File: config.mk
export PLATFORM = sky130hd
export DESIGN_NAME = instruction_fetch_issue
export DESIGN_NICKNAME = d
export VERILOG_FILES = /design/src/rtl/instruction_fetch_issue.sv
export SDC_FILE = /design/constraint.sdc
export NUM_CORES = 1
export LEC_CHECK = 0
export BUFFER_PORTS_ARGS = -buffer_cell sky130_fd_sc_hd__buf_2
export CAP_MARGIN = 30
export CELL_PAD_IN_SITES_DETAIL_PLACEMENT = 0
export CELL_PAD_IN_SITES_GLOBAL_PLACEMENT = 1
export CORE_UTILIZATION = 33
export CTS_CLUSTER_SIZE = 16
export DETAILED_ROUTE_END_ITERATION = 8
export GPL_ROUTABILITY_DRIVEN = 0
export PLACE_DENSITY_LB_ADDON = 0.3
export SYNTH_ARGS = -nofsm -noshare
export SYNTH_HDL_FRONTEND = slang
export SYNTH_SLANG_ARGS = --single-unit
File: constraint.sdc
create_clock -name clk -period 1.5 [get_ports clk]
set_input_delay 0.15 -clock clk [delete_from_list [all_inputs] [get_ports clk]]
set_output_delay 0.15 -clock clk [all_outputs]
set_load 0.01 [all_outputs]
File: src/rtl/instruction_fetch_issue.sv
// Fetch/issue stage of the 8-bit MIPS pipeline: owns the PC, reads the async
// instruction ROM and issues a registered 24-bit word with JMP/LD/COND_J handling.
module instruction_fetch_issue #(
    parameter int                 PC_W     = 8,
    parameter logic [PC_W-1:0]    RESET_PC = {PC_W{1'b0}},
    parameter logic [23:0]        NOP_WORD = 24'h000000
) (
    input  logic            clk,
    input  logic            reset,
    output logic [PC_W-1:0] im_addr,
    input  logic [23:0]     im_data,
    input  logic            stall,
    input  logic            cj_resolve,
    input  logic            cj_taken,
    output logic [23:0]     ins,
    output logic [PC_W-1:0] pc_dec,
    output logic            cj_pending
);

    typedef enum logic [1:0] {
        RUN       = 2'd0,
        LD_REPLAY = 2'd1,
        CJ_WAIT   = 2'd2
    } state_t;

    localparam logic [4:0] OP_JMP = 5'b11000;
    localparam logic [4:0] OP_LD  = 5'b10100;

    function automatic logic is_jmp(input logic [23:0] w);
        return (w[23:19] == OP_JMP);
    endfunction

    function automatic logic is_ld(input logic [23:0] w);
        return (w[23:19] == OP_LD);
    endfunction

    function automatic logic is_condj(input logic [23:0] w);
        return (w[23:21] == 3'b111);
    endfunction

    state_t          state_q, state_d;
    logic [PC_W-1:0] pc_q, pc_d;
    logic [23:0]     ins_q, ins_d;
    logic [PC_W-1:0] pc_dec_q, pc_dec_d;
    logic [PC_W-1:0] cj_target_q, cj_target_d;
    logic            cj_pending_q, cj_pending_d;
    logic [PC_W-1:0] pc_inc_s;
    logic [PC_W-1:0] tgt_s;

    assign pc_inc_s   = pc_q + {{(PC_W-1){1'b0}}, 1'b1};
    assign tgt_s      = PC_W'(im_data[18:11]);
    assign im_addr    = pc_q;
    assign ins        = ins_q;
    assign pc_dec     = pc_dec_q;
    assign cj_pending = cj_pending_q;

    // Next-state and issue logic; stall freezes everything.
    always_comb begin
        state_d     = state_q;
        pc_d        = pc_q;
        ins_d       = ins_q;
        pc_dec_d    = pc_dec_q;
        cj_target_d = cj_target_q;
        if (!stall) begin
            case (state_q)
                RUN: begin
                    ins_d    = im_data;
                    pc_dec_d = pc_q;
                    if (is_jmp(im_data)) begin
                        pc_d = tgt_s;
                    end else if (is_ld(im_data)) begin
                        pc_d    = pc_inc_s;
                        state_d = LD_REPLAY;
                    end else if (is_condj(im_data)) begin
                        pc_d        = pc_inc_s;
                        cj_target_d = tgt_s;
                        state_d     = CJ_WAIT;
                    end else begin
                        pc_d = pc_inc_s;
                    end
                end
                // The replayed copy is issued undecoded; its second copy is decoded in RUN.
                LD_REPLAY: begin
                    ins_d    = im_data;
                    pc_dec_d = pc_q;
                    state_d  = RUN;
                end
                CJ_WAIT: begin
                    ins_d    = NOP_WORD;
                    pc_dec_d = {PC_W{1'b0}};
                    if (cj_resolve) begin
                        state_d = RUN;
                        if (cj_taken) begin
                            pc_d = cj_target_q;
                        end else begin
                            pc_d = pc_q;
                        end
                    end else begin
                        state_d = CJ_WAIT;
                    end
                end
                default: begin
                    state_d = RUN;
                end
            endcase
        end else begin
            state_d = state_q;
        end
    end

    assign cj_pending_d = (state_d == CJ_WAIT);

    // Pipeline registers with synchronous reset.
    always_ff @(posedge clk) begin
        if (reset) begin
            state_q      <= RUN;
            pc_q         <= RESET_PC;
            ins_q        <= 24'h000000;
            pc_dec_q     <= {PC_W{1'b0}};
            cj_target_q  <= {PC_W{1'b0}};
            cj_pending_q <= 1'b0;
        end else begin
            state_q      <= state_d;
            pc_q         <= pc_d;
            ins_q        <= ins_d;
            pc_dec_q     <= pc_dec_d;
            cj_target_q  <= cj_target_d;
            cj_pending_q <= cj_pending_d;
        end
    end

endmodule

After elaboration in Yosys (flattened, before gate mapping)
Index checks and enable logic that the tools add are counted.
Widths: inputs -> output; s select.
{"block": "word_totals", "register_bits": 51, "latchBits": 0, "ram_bits": 0, "mem_bits_ro": 0, "input_bits": 29, "out_inout_bits": 41, "wordCells": 37, "n_memories": 0}
{"block": "op_classes", "n_addsub": 1, "n_mul": 0, "n_div": 0, "order_cmp": 0, "eq_ne": 8, "n_shift": 0, "mux": 12, "bitwise_logic": 3, "n_reduce_logical": 7}
{"operator": "$pmux 24 s2", "count": 1}
{"operator": "$pmux 8 s2", "count": 2}
{"operator": "$mux 8", "count": 3}
{"operator": "$eq 5x5->1 const B", "count": 2}
{"operator": "$mux 2", "count": 5}
{"operator": "$add 8x1->8 const B", "count": 1}
{"operator": "$reduce_and 5->1", "count": 1}
{"operator": "$eq 2x2->1 const B", "count": 2}
{"operator": "$ne 2x2->1 const B", "count": 2}
{"operator": "$pmux 2 s2", "count": 1}
{"operator": "$reduce_and 4->1", "count": 1}
{"operator": "$reduce_bool 2->1", "count": 2}
{"operator": "$eq 3x3->1 const B", "count": 1}
{"operator": "$not 1->1", "count": 3}
{"operator": "$eq 2x1->1 const B", "count": 1}
{"operator": "$logic_not 2->1", "count": 1}
{"operator": "$reduce_and 2->1", "count": 1}
{"operator": "$reduce_or 2->1", "count": 1}

Longest topological paths before layout
Gate-level depths: netlist of run 1.
{"block": "depth", "word_depth": 7, "mapped_depth": 7, "ltp_nobuf": 5}

Worst setup path before layout of run 1
No wires, ideal clock.
{"block": "synth_path", "path_type": "reg2reg", "from": "register pc_q[0] (netlist: im_addr[0])", "to": "register pc_q[6] (netlist: im_addr[6])", "setup_time_ps": 88, "arrival_ps": 1638, "required_time_ps": 1412, "setup_slack_ps": -226, "path_stages_with_launch": 6, "path_buffers": 0, "period_less_slack_ps": 1726, "path_cell_list": "dfxtp_1 ha_1 inv_1 or3_1 a311o_1 a311oi_2"}
{"block": "synth_between", "elab_chain_len": 3}
{"item": "from (decl)", "line": "42", "source": "logic [PC_W-1:0] pc_q, pc_d;"}
{"item": "from (signal assigned)", "line": "124", "source": "pc_q <= pc_d;"}
{"item": "$add 8x1->8", "line": "50", "source": "assign pc_inc_s = pc_q + {{(PC_W-1){1'b0}}, 1'b1};"}
{"item": "$mux 8", "line": "69", "source": "if (is_jmp(im_data)) begin"}
{"item": "$pmux 8 s2", "line": "65", "source": "case (state_q)"}
Every way passes these cells.
A chain may end at the register's enable or synchronous reset.

Worst setup path after layout of run 1
{"block": "layout_path", "from": "register pc_q[1] (netlist: im_addr[1])", "to": "register pc_q[7] (netlist: im_addr[7])"}
The elaborated chain is that of the path after synthesis.

==> qor.log, run 1 <==
[worst_setup_path] element type at the critical path start register
[floorplanning] number of core rows 28
[routing] remaining antenna violation count after routing 0
[place] area post-placement 2750 um2
[synth] Area contributors post-synth sky130_fd_sc_hd__dfxtp_1 48%, sky130_fd_sc_hd__a22oi_1 12%, sky130_fd_sc_hd__nor2_1 8.6%, sky130_fd_sc_hd__mux2i_1 5.1%, sky130_fd_sc_hd__a311oi_2 4.2%
[layout] layout cells sized above 1 39.68%
[clocking] clock tree from TritonCTS yes
[sta] crit path time final 1.518 ns
[synth] Post-Synthesis Net Count 261
[layout] final cell count without fillers 390
[pwr] Static Leak 0.001304 uW
[hold_path] path class of the lowest-slack min-delay path input pin to register
[synth] number of distinct library cell variants in the gate-level netlist after synthesis 36
[routing] number of remaining DRC errors 0
[worst_setup_path] critical path launch point im_addr[1]$_SDFFE_PP0P_
[worst_setup_path] Critical Path AT 1.74 ns
[clocking] clock net sink count 51
[synth] number of synthesized register bits 51
[place] number of buffers added on ports 69
[layout] Diodes inserted 0
[synth] most instantiated library cell after synthesis sky130_fd_sc_hd__dfxtp_1
[layout] Non-Filler Cell Area, Final 2894 um2
[worst_setup_path] Setup Crit Path Kind register to register
[sta] final setup margin -0.01760 ns
[sta] Final Setup Violations 1
[worst_setup_path] r2r startpoint im_addr[1]$_SDFFE_PP0P_
[synth] share of the synthesized area in the top cell type 47.66%
[clocking] clk root buf sky130_fd_sc_hd__clkbuf_8
[floorplanning] Die Area 6817 um2
[clocking] clock slew at the register clock pins of the worst setup and hold paths 0.09 ns
[sta] share of the clock period used by the worst path after layout 101.2%
[pwr] Switching Fraction 26.62%
[sta] final hold violations 0
[routing] total length of routed wires 5285 um
[synth] biggest area consumer among synthesized cells sky130_fd_sc_hd__dfxtp_1
[floorplanning] floorplan die height 82.57 um
[worst_setup_path] nature of the critical path endpoint register
[pwr] Peak VDD IR 479.8 uV
[global_route] via count of the first global-routing pass 1694
[synth] total number of yosys warnings 0
[global_route] maximum number of pins on one net before global-route repair 23
[clocking] TritonCTS buffer count 5
[run] Max Cap Violations 0
[clocking] number of buffers on the longest clock path 2
[synth] FFs w/ async S/R, synth 0%
[routing] Pre-antenna DRT Iters 4
[pwr] power per unit of standard cell area 962.1 nW/um2
[worst_setup_path] maximum fanout along the worst path 5
[sta] tightest slew margin relative to the limit 67.28%
[pwr] share of power burned in the clock network 29.5%
[routing] via count 1987
[sta] slew of the pin with the lowest slew margin 0.4840 ns
[sta] RSZ-0062 raised after global routing yes
[synth] number of flops mapped to enable cells by yosys 0
[outcome] outcome complete, but fails checks
[place] cell count after placement 380
[floorplanning] initial core utilization 35.14%
[routing] iteration-0 DRC count of the detailed router 122
[global_route] initial antenna violation count 0
[pwr] total design power 2784 uW
[sta] final clock skew 0.004587 ns
[worst_setup_path] worst endpoint required time 1.72 ns
[routing] wire per inst 13.55 um
[layout] Total Nets Final 344
[global_route] GRT Total Usage 15.82%
[pwr] part of the total power dissipated in combinational logic 17.8%
[floorplanning] count of boundary I/O pins 70
[routing] routed via count divided by cell count 5.095
[sta] Peak Freq 0.6589 GHz
[hold_path] Hold Path Origin im_data[0]
[synth] most common flop cell mapped by yosys sky130_fd_sc_hd__dfxtp_1
[pwr] part of the power in registers 52.7%
[floorplanning] overall die width 82.57 um
[global_route] total congestion overflow 0
[clocking] Max H-tree Level 2
[sta] Final Slew Violations 0
[place] pre-CTS setup slack -0.04748 ns
[synth] most common library cells after synthesis 51 x sky130_fd_sc_hd__dfxtp_1, 49 x sky130_fd_sc_hd__nor2_1, 33 x sky130_fd_sc_hd__a22oi_1, 12 x sky130_fd_sc_hd__nand2_1
[pwr] total internal power 2043 uW
[pwr] total net switching power 741.1 uW
[synth] combined area of all synthesized cells 2142 um2
[place] HPWL Detailed 3820 um
[layout] relative area change from synthesis to final layout 35.11%
[synth] instance count of the mapped netlist 231
[synth] share of the yosys chip area belonging to registers 47.66%
[floorplanning] Core ar. 6096 um2
[synth] average cell area after synthesis 9.273 um2
[global_route] first-pass GRT wire length 8273 um
[clocking] insertion delay of the later-clocked pin in the worst-skew pair 0.30 ns
[outcome] violations in the final reports setup timing
final cells by class:
type | instances | area (um2)
fillers | 633 | 3202
repair buffers | 96 | 605.6
flip-flops and latches | 51 | 1035
clock buffers | 7 | 86.33
clock inverters | 1 | 8.758
inverters | 4 | 15.01
well taps | 75 | 93.84
multi-input cells | 156 | 1050
path summary, 6_finish.rpt:
| path | endpoint | slack, ns | cells after the start |
|---|---|---|---|
| worst max-delay path | im_addr[7]$_SDFFE_PP0P_ | -0.02 | 5 |
| worst min register to register | ins[0]$_SDFFE_PP0P_ | 0.50 | 2 |
| worst min-delay path | ins[0]$_SDFFE_PP0P_ | 0.09 | 3 |
| worst max register to register | im_addr[7]$_SDFFE_PP0P_ | -0.02 | 5 |
state kept, by name, indices dropped and copies added, names as in the netlist:
register	count
state_q	2
cj_target_q	8
ins	24
pc_dec	8
im_addr	8
cj_pending	1
logic make-up (layout without fill, tap and decap cells):
logic type / after synthesis / in the layout / synth area share (%)
xor gates and xnor gates: 3 / 3 / 1.227
and+or+nand+nor: 84 / 84 / 17.76
AOI/OAI and AO/OA: 57 / 57 / 22.26
muxes: 11 / 11 / 5.140
DFF: 51 / 51 / 47.66
buffers and inverters: 24 / 108 / 5.373
adders and majority gates: 1 / 1 / 0.5840
metal layers:
metal,share of wire (%),global-route usage [%]
met1,50,22.90
met2,45,23.64
met3,4.0,3.297
met4,0.74,4.138
met5,0,0
cell usage in the layout (no fill, tap or decap), drive strengths merged, types with 2 or more instances in the layout:
master  netlist  layout
buf           8      96
a311o         3       3
dfxtp        51      51
a211oi        2       2
nand3         6       6
inv           4       4
xor2          2       2
a21oi         2       2
nor3          6       6
mux2i        11      11
a211o         3       3
nor4b         2       2
clkbuf       12       7
a22oi        33      33
or3           3       3
nand2        12      12
nor2         49      49
o21ai         3       3
a311oi        6       6
stage by stage:
stage                     hold WS (ns)  utilization [%]  setup TNS (ns)
after global placement          0.3988            45.11         -0.7525
final                          0.09345            47.48        -0.01760
after CTS                      0.09154            47.00               0
after global routing           0.09209            47.48        -0.09947
after floorplan                 0.2939                -        -0.06797
after detailed placement        0.4101            45.11         -0.7166
power groups by stage:
| stage | Combinational [uW] | Clock (uW) | Sequential, uW |
|---|---|---|---|
| final | 495 | 822 | 1470 |
| after global routing | 544 | 913 | 1480 |
| after CTS | 492 | 857 | 1470 |
| after detailed placement | 485 | 0 | 1500 |
| after global placement | 480 | 0 | 1500 |
| after floorplan | 228 | 0 | 1540 |
worst max-delay path, stage by stage, from the launching register on:
cell	delay (ns)
sky130_fd_sc_hd__dfxtp_2	0.36
sky130_fd_sc_hd__buf_6	0.12
sky130_fd_sc_hd__nand3_4	0.07
sky130_fd_sc_hd__or3_4	0.37
sky130_fd_sc_hd__a311o_1	0.28
sky130_fd_sc_hd__a311oi_2	0.23
repair_timing:
| item | in CTS | in global routing |
|---|---|---|
| hold buffers | 0 | 0 |
| setup endpoints to repair | 18 | 10 |
| gates cloned | 0 | 0 |
| pin swaps | 2 | 2 |
| setup buffers | 0 | 2 |
| resized for setup | 5 | 4 |
(Power assumes the default switching activity.)
==> run 2, diff against run 1 <==
--- a/config.mk
+++ b/config.mk
@@ -13,7 +13,8 @@
 export CTS_CLUSTER_SIZE = 16
 export DETAILED_ROUTE_END_ITERATION = 8
 export GPL_ROUTABILITY_DRIVEN = 0
-export PLACE_DENSITY_LB_ADDON = 0.3
+export PLACE_DENSITY = 0.73
+export RECOVER_POWER = 100
 export SYNTH_ARGS = -nofsm -noshare
 export SYNTH_HDL_FRONTEND = slang
 export SYNTH_SLANG_ARGS = --single-unit
==> run 2 against run 1 <==
  * The flow still finishes with violations (setup timing)
  * Global-route usage rose by 1.2 points
  * Clock-buffer cell count did not move
  * Clock power rose by 2%
  * Critical endpoint is now im_addr[5]$_SDFFE_PP0P_
  * Largest power group unchanged
==> qor.log, run 2 (same netlist as run 1, synthesis figures left out) <==
[outcome] outcome complete, but fails checks [unchanged]
[outcome] violations in the final reports setup timing [unchanged]
[routing] total length of routed wires 5654 um [was 5285 um]
[worst_setup_path] Setup Crit Path Kind register to register [unchanged]
[worst_setup_path] element type at the critical path start register [unchanged]
[hold_path] destination of the worst hold path ins[2]$_SDFFE_PP0P_ [was ins[0]$_SDFFE_PP0P_]
[hold_path] path class of the lowest-slack min-delay path input pin to register [unchanged]
[layout] Total Nets Final 347 [was 344]
[sta] final hold violations 0 [unchanged]
[global_route] initial antenna violation count 0 [unchanged]
[routing] Met1 Routed Length 2760 um [was 2666 um]
[floorplanning] Core ar. 6096 um2 [unchanged]
[sta] slew of the pin with the lowest slew margin 0.5369 ns [was 0.4840 ns]
[global_route] via count of the first global-routing pass 1813 [was 1694]
[floorplanning] initial core utilization 35.14% [unchanged]
[worst_setup_path] r2r startpoint im_addr[1]$_SDFFE_PP0P_ [unchanged]
[worst_setup_path] worst endpoint required time 1.71 ns [was 1.72 ns]
[clocking] clock slew at the register clock pins of the worst setup and hold paths 0.09 ns [about the same]
[worst_setup_path] maximum fanout along the worst path 4 [was 5]
[floorplanning] floorplan die height 82.57 um [unchanged]
[routing] DR top layer met4 [unchanged]
[clocking] number of buffers on the longest clock path 2 [unchanged]
[global_route] total congestion overflow 0 [unchanged]
[global_route] maximum number of pins on one net before global-route repair 29 [was 23]
[sta] Peak Freq 0.6482 GHz [was 0.6589 GHz]
[worst_setup_path] Critical Path AT 1.76 ns [was 1.74 ns]
[sta] final clock skew 0.005684 ns [was 0.004587 ns]
[clocking] insertion delay of the later-clocked pin in the worst-skew pair 0.30 ns [about the same]
[floorplanning] overall die width 82.57 um [unchanged]
[routing] iteration-0 DRC count of the detailed router 58 [was 122]
[floorplanning] Die Area 6817 um2 [unchanged]
[layout] share of the core filled with cells in the final layout 47.15% [was 47.48%]
[hold_path] Hold Path Origin im_data[2] [was im_data[0]]
[routing] wire per inst 14.39 um [was 13.55 um]
[sta] RSZ-0062 raised after global routing yes [unchanged]
[pwr] total design power 2799 uW [was 2784 uW]
[routing] remaining antenna violation count after routing 0 [unchanged]
[layout] Storage cell area 1041 um2 [was 1035 um2]
[routing] number of remaining DRC errors 0 [unchanged]
[clocking] Max H-tree Level 2 [unchanged]
[clocking] Post-CTS Hold Buffers 0 [unchanged]
[sta] tightest slew margin relative to the limit 64.20% [was 67.28%]
[layout] commonest cells after routing, fill and taps aside 48 x sky130_fd_sc_hd__nor2_1, 45 x sky130_fd_sc_hd__dfxtp_1, 35 x sky130_fd_sc_hd__clkbuf_1, 35 x sky130_fd_sc_hd__buf_2, 33 x sky130_fd_sc_hd__a22oi_1 [was 69 x sky130_fd_sc_hd__buf_2, 48 x sky130_fd_sc_hd__nor2_1, 44 x sky130_fd_sc_hd__dfxtp_1]
[layout] number of flip-flops in the largest register 24 [unchanged]
[sta] Final Slew Violations 0 [unchanged]
[global_route] first-pass GRT wire length 8735 um [was 8273 um]
[worst_setup_path] nature of the critical path endpoint register [unchanged]
[run] Max Cap Violations 0 [unchanged]
[routing] Pre-antenna DRT Iters 4 [unchanged]
[hold_path] cell count of the worst hold path 3 [unchanged]
[sta] crit path time final 1.543 ns [was 1.518 ns]
[clocking] clk root buf sky130_fd_sc_hd__clkbuf_8 [unchanged]
[place] number of buffers added on ports 69 [unchanged]
[worst_setup_path] end of the worst register-to-register path im_addr[5]$_SDFFE_PP0P_ [was im_addr[7]$_SDFFE_PP0P_]
[sta] final setup margin -0.04264 ns [was -0.01760 ns]
[layout] most common cell after layout, fill and taps aside sky130_fd_sc_hd__nor2_1 [was sky130_fd_sc_hd__buf_2]
[layout] Diodes inserted 0 [unchanged]
[sta] Final Setup Violations 2 [was 1]
[place] HPWL Detailed 3952 um [was 3820 um]
[layout] total area of multi-input combinational cells 1061 um2 [was 1050 um2]
[pwr] power per unit of standard cell area 974.0 nW/um2 [was 962.1 nW/um2]
[routing] via count 1986 [was 1987]
[layout] relative area change from synthesis to final layout 34.17% [was 35.11%]
[clocking] clock tree from TritonCTS yes [unchanged]
[routing] met2 WL post-DR 2612 um [was 2369 um]
[routing] routed via count divided by cell count 5.053 [was 5.095]
[pwr] Peak VDD IR 483.8 uV [was 479.8 uV]
[worst_setup_path] depth of the worst register-to-register path 5 [unchanged]
[layout] layout cells sized above 1 29.25% [was 39.68%]
[routing] sum of met3 wire segment lengths after detailed routing 209 um [was 210 um]
[pwr] Static Leak 0.001175 uW [was 0.001304 uW]
[global_route] GRT Total Usage 17.00% [was 15.82%]
[worst_setup_path] R2R Setup Slk -0.04 ns [was -0.02 ns]
[floorplanning] count of boundary I/O pins 70 [unchanged]
[layout] Filler Cells Inserted 636 [was 633]
[clocking] clock net sink count 51 [unchanged]
[place] area post-placement 2725 um2 [was 2750 um2]
[layout] Non-Filler Cell Area, Final 2874 um2 [was 2894 um2]
[floorplanning] number of core rows 28 [unchanged]
[clocking] TritonCTS buffer count 5 [unchanged]
[sta] share of the clock period used by the worst path after layout 102.8% [was 101.2%]
-- run 2: cell types whose count changed in the layout (fill, tap and decap cells not counted), moves of 2 or more --
cell and delta:
sky130_fd_sc_hd__buf_12 -2, sky130_fd_sc_hd__buf_2 -34, sky130_fd_sc_hd__clkbuf_1 +34, sky130_fd_sc_hd__buf_6 +2
sky130_fd_sc_hd__dfxtp_4 +3, sky130_fd_sc_hd__buf_4 +3, sky130_fd_sc_hd__dfxtp_2 -4
-- run 2: how the worst max path moves through the flow --
| stage | from | to | slack, ns |
|---|---|---|---|
| 2_1_floorplan | im_addr[1]$_SDFFE_PP0P_ | im_addr[6]$_SDFFE_PP0P_ | -0.07 |
| 3_3_place_gp | im_data[20] | im_addr[5]$_SDFFE_PP0P_ | -0.03 |
| 3_5_place_dp | im_data[19] | im_addr[5]$_SDFFE_PP0P_ | -0.04 |
| 4_1_cts | im_addr[1]$_SDFFE_PP0P_ | im_addr[6]$_SDFFE_PP0P_ | 0.002 |
| 5_1_grt | im_addr[0]$_SDFFE_PP0P_ | im_addr[5]$_SDFFE_PP0P_ | -0.1 |
| 6_report | im_addr[1]$_SDFFE_PP0P_ | im_addr[5]$_SDFFE_PP0P_ | -0.04 |
-- run 2: routing by layer --
layer  vias to the layer above  global-route usage [%]
met5                         -                       0
met4                         0                   6.724
met3                         5                   3.077
met2                        39                   26.45
met1                       930                   23.23
li1                       1012                       -
-- run 2: layout make-up --
| cell class | instances | share of cell area [%] |
|---|---|---|
| Tap cell | 75 | 3.265 |
| Clock buffer | 7 | 3.004 |
| Sequential cell | 51 | 36.22 |
| Timing Repair Buffer | 99 | 19.76 |
| Multi-Input combinational cell | 156 | 36.92 |
| Clock inverter | 1 | 0.3047 |
| Inverter | 4 | 0.5224 |
-- run 2: report_power, final --
| group | total, uW | switching [uW] | leakage (uW) | internal, uW |
|---|---|---|---|---|
| registers | 1470 | 51.2 | 0.000422 | 1420 |
| clock network | 836 | 456 | 0.0000484 | 379 |
| logic | 489 | 258 | 0.000705 | 231 |
-- run 2: critical path: stages (launching register included) --
cell	delay, ns
sky130_fd_sc_hd__dfxtp_4	0.38
sky130_fd_sc_hd__buf_6	0.10
sky130_fd_sc_hd__nand2_2	0.05
sky130_fd_sc_hd__or3_1	0.33
sky130_fd_sc_hd__a311o_1	0.33
sky130_fd_sc_hd__a311oi_2	0.27
-- run 2: repair_timing --
| action | 4_1_cts | 5_1_grt |
|---|---|---|
| buffers inserted | 3 | 2 |
| gates resized for setup | 4 | 10 |
| endpoints found under the hold margin | 0 | 0 |
| pin swaps | 4 | 6 |
| endpoints found under the setup margin | 2 | 6 |
-- run 2: metrics by stage --
step / setup slack [ns] / TNS (ns) / hold slack [ns] / std cells
5_1_grt: -0.09797 / -0.2381 / 0.1026 / 393
6_report: -0.04264 / -0.05250 / 0.09078 / 393
3_3_place_gp: -0.02757 / -0.04568 / 0.3992 / 380
4_1_cts: 0.001730 / 0 / 0.08378 / 391
3_5_place_dp: -0.04414 / -0.09267 / 0.4084 / 380
2_1_floorplan: -0.06797 / -0.06797 / 0.2939 / 231
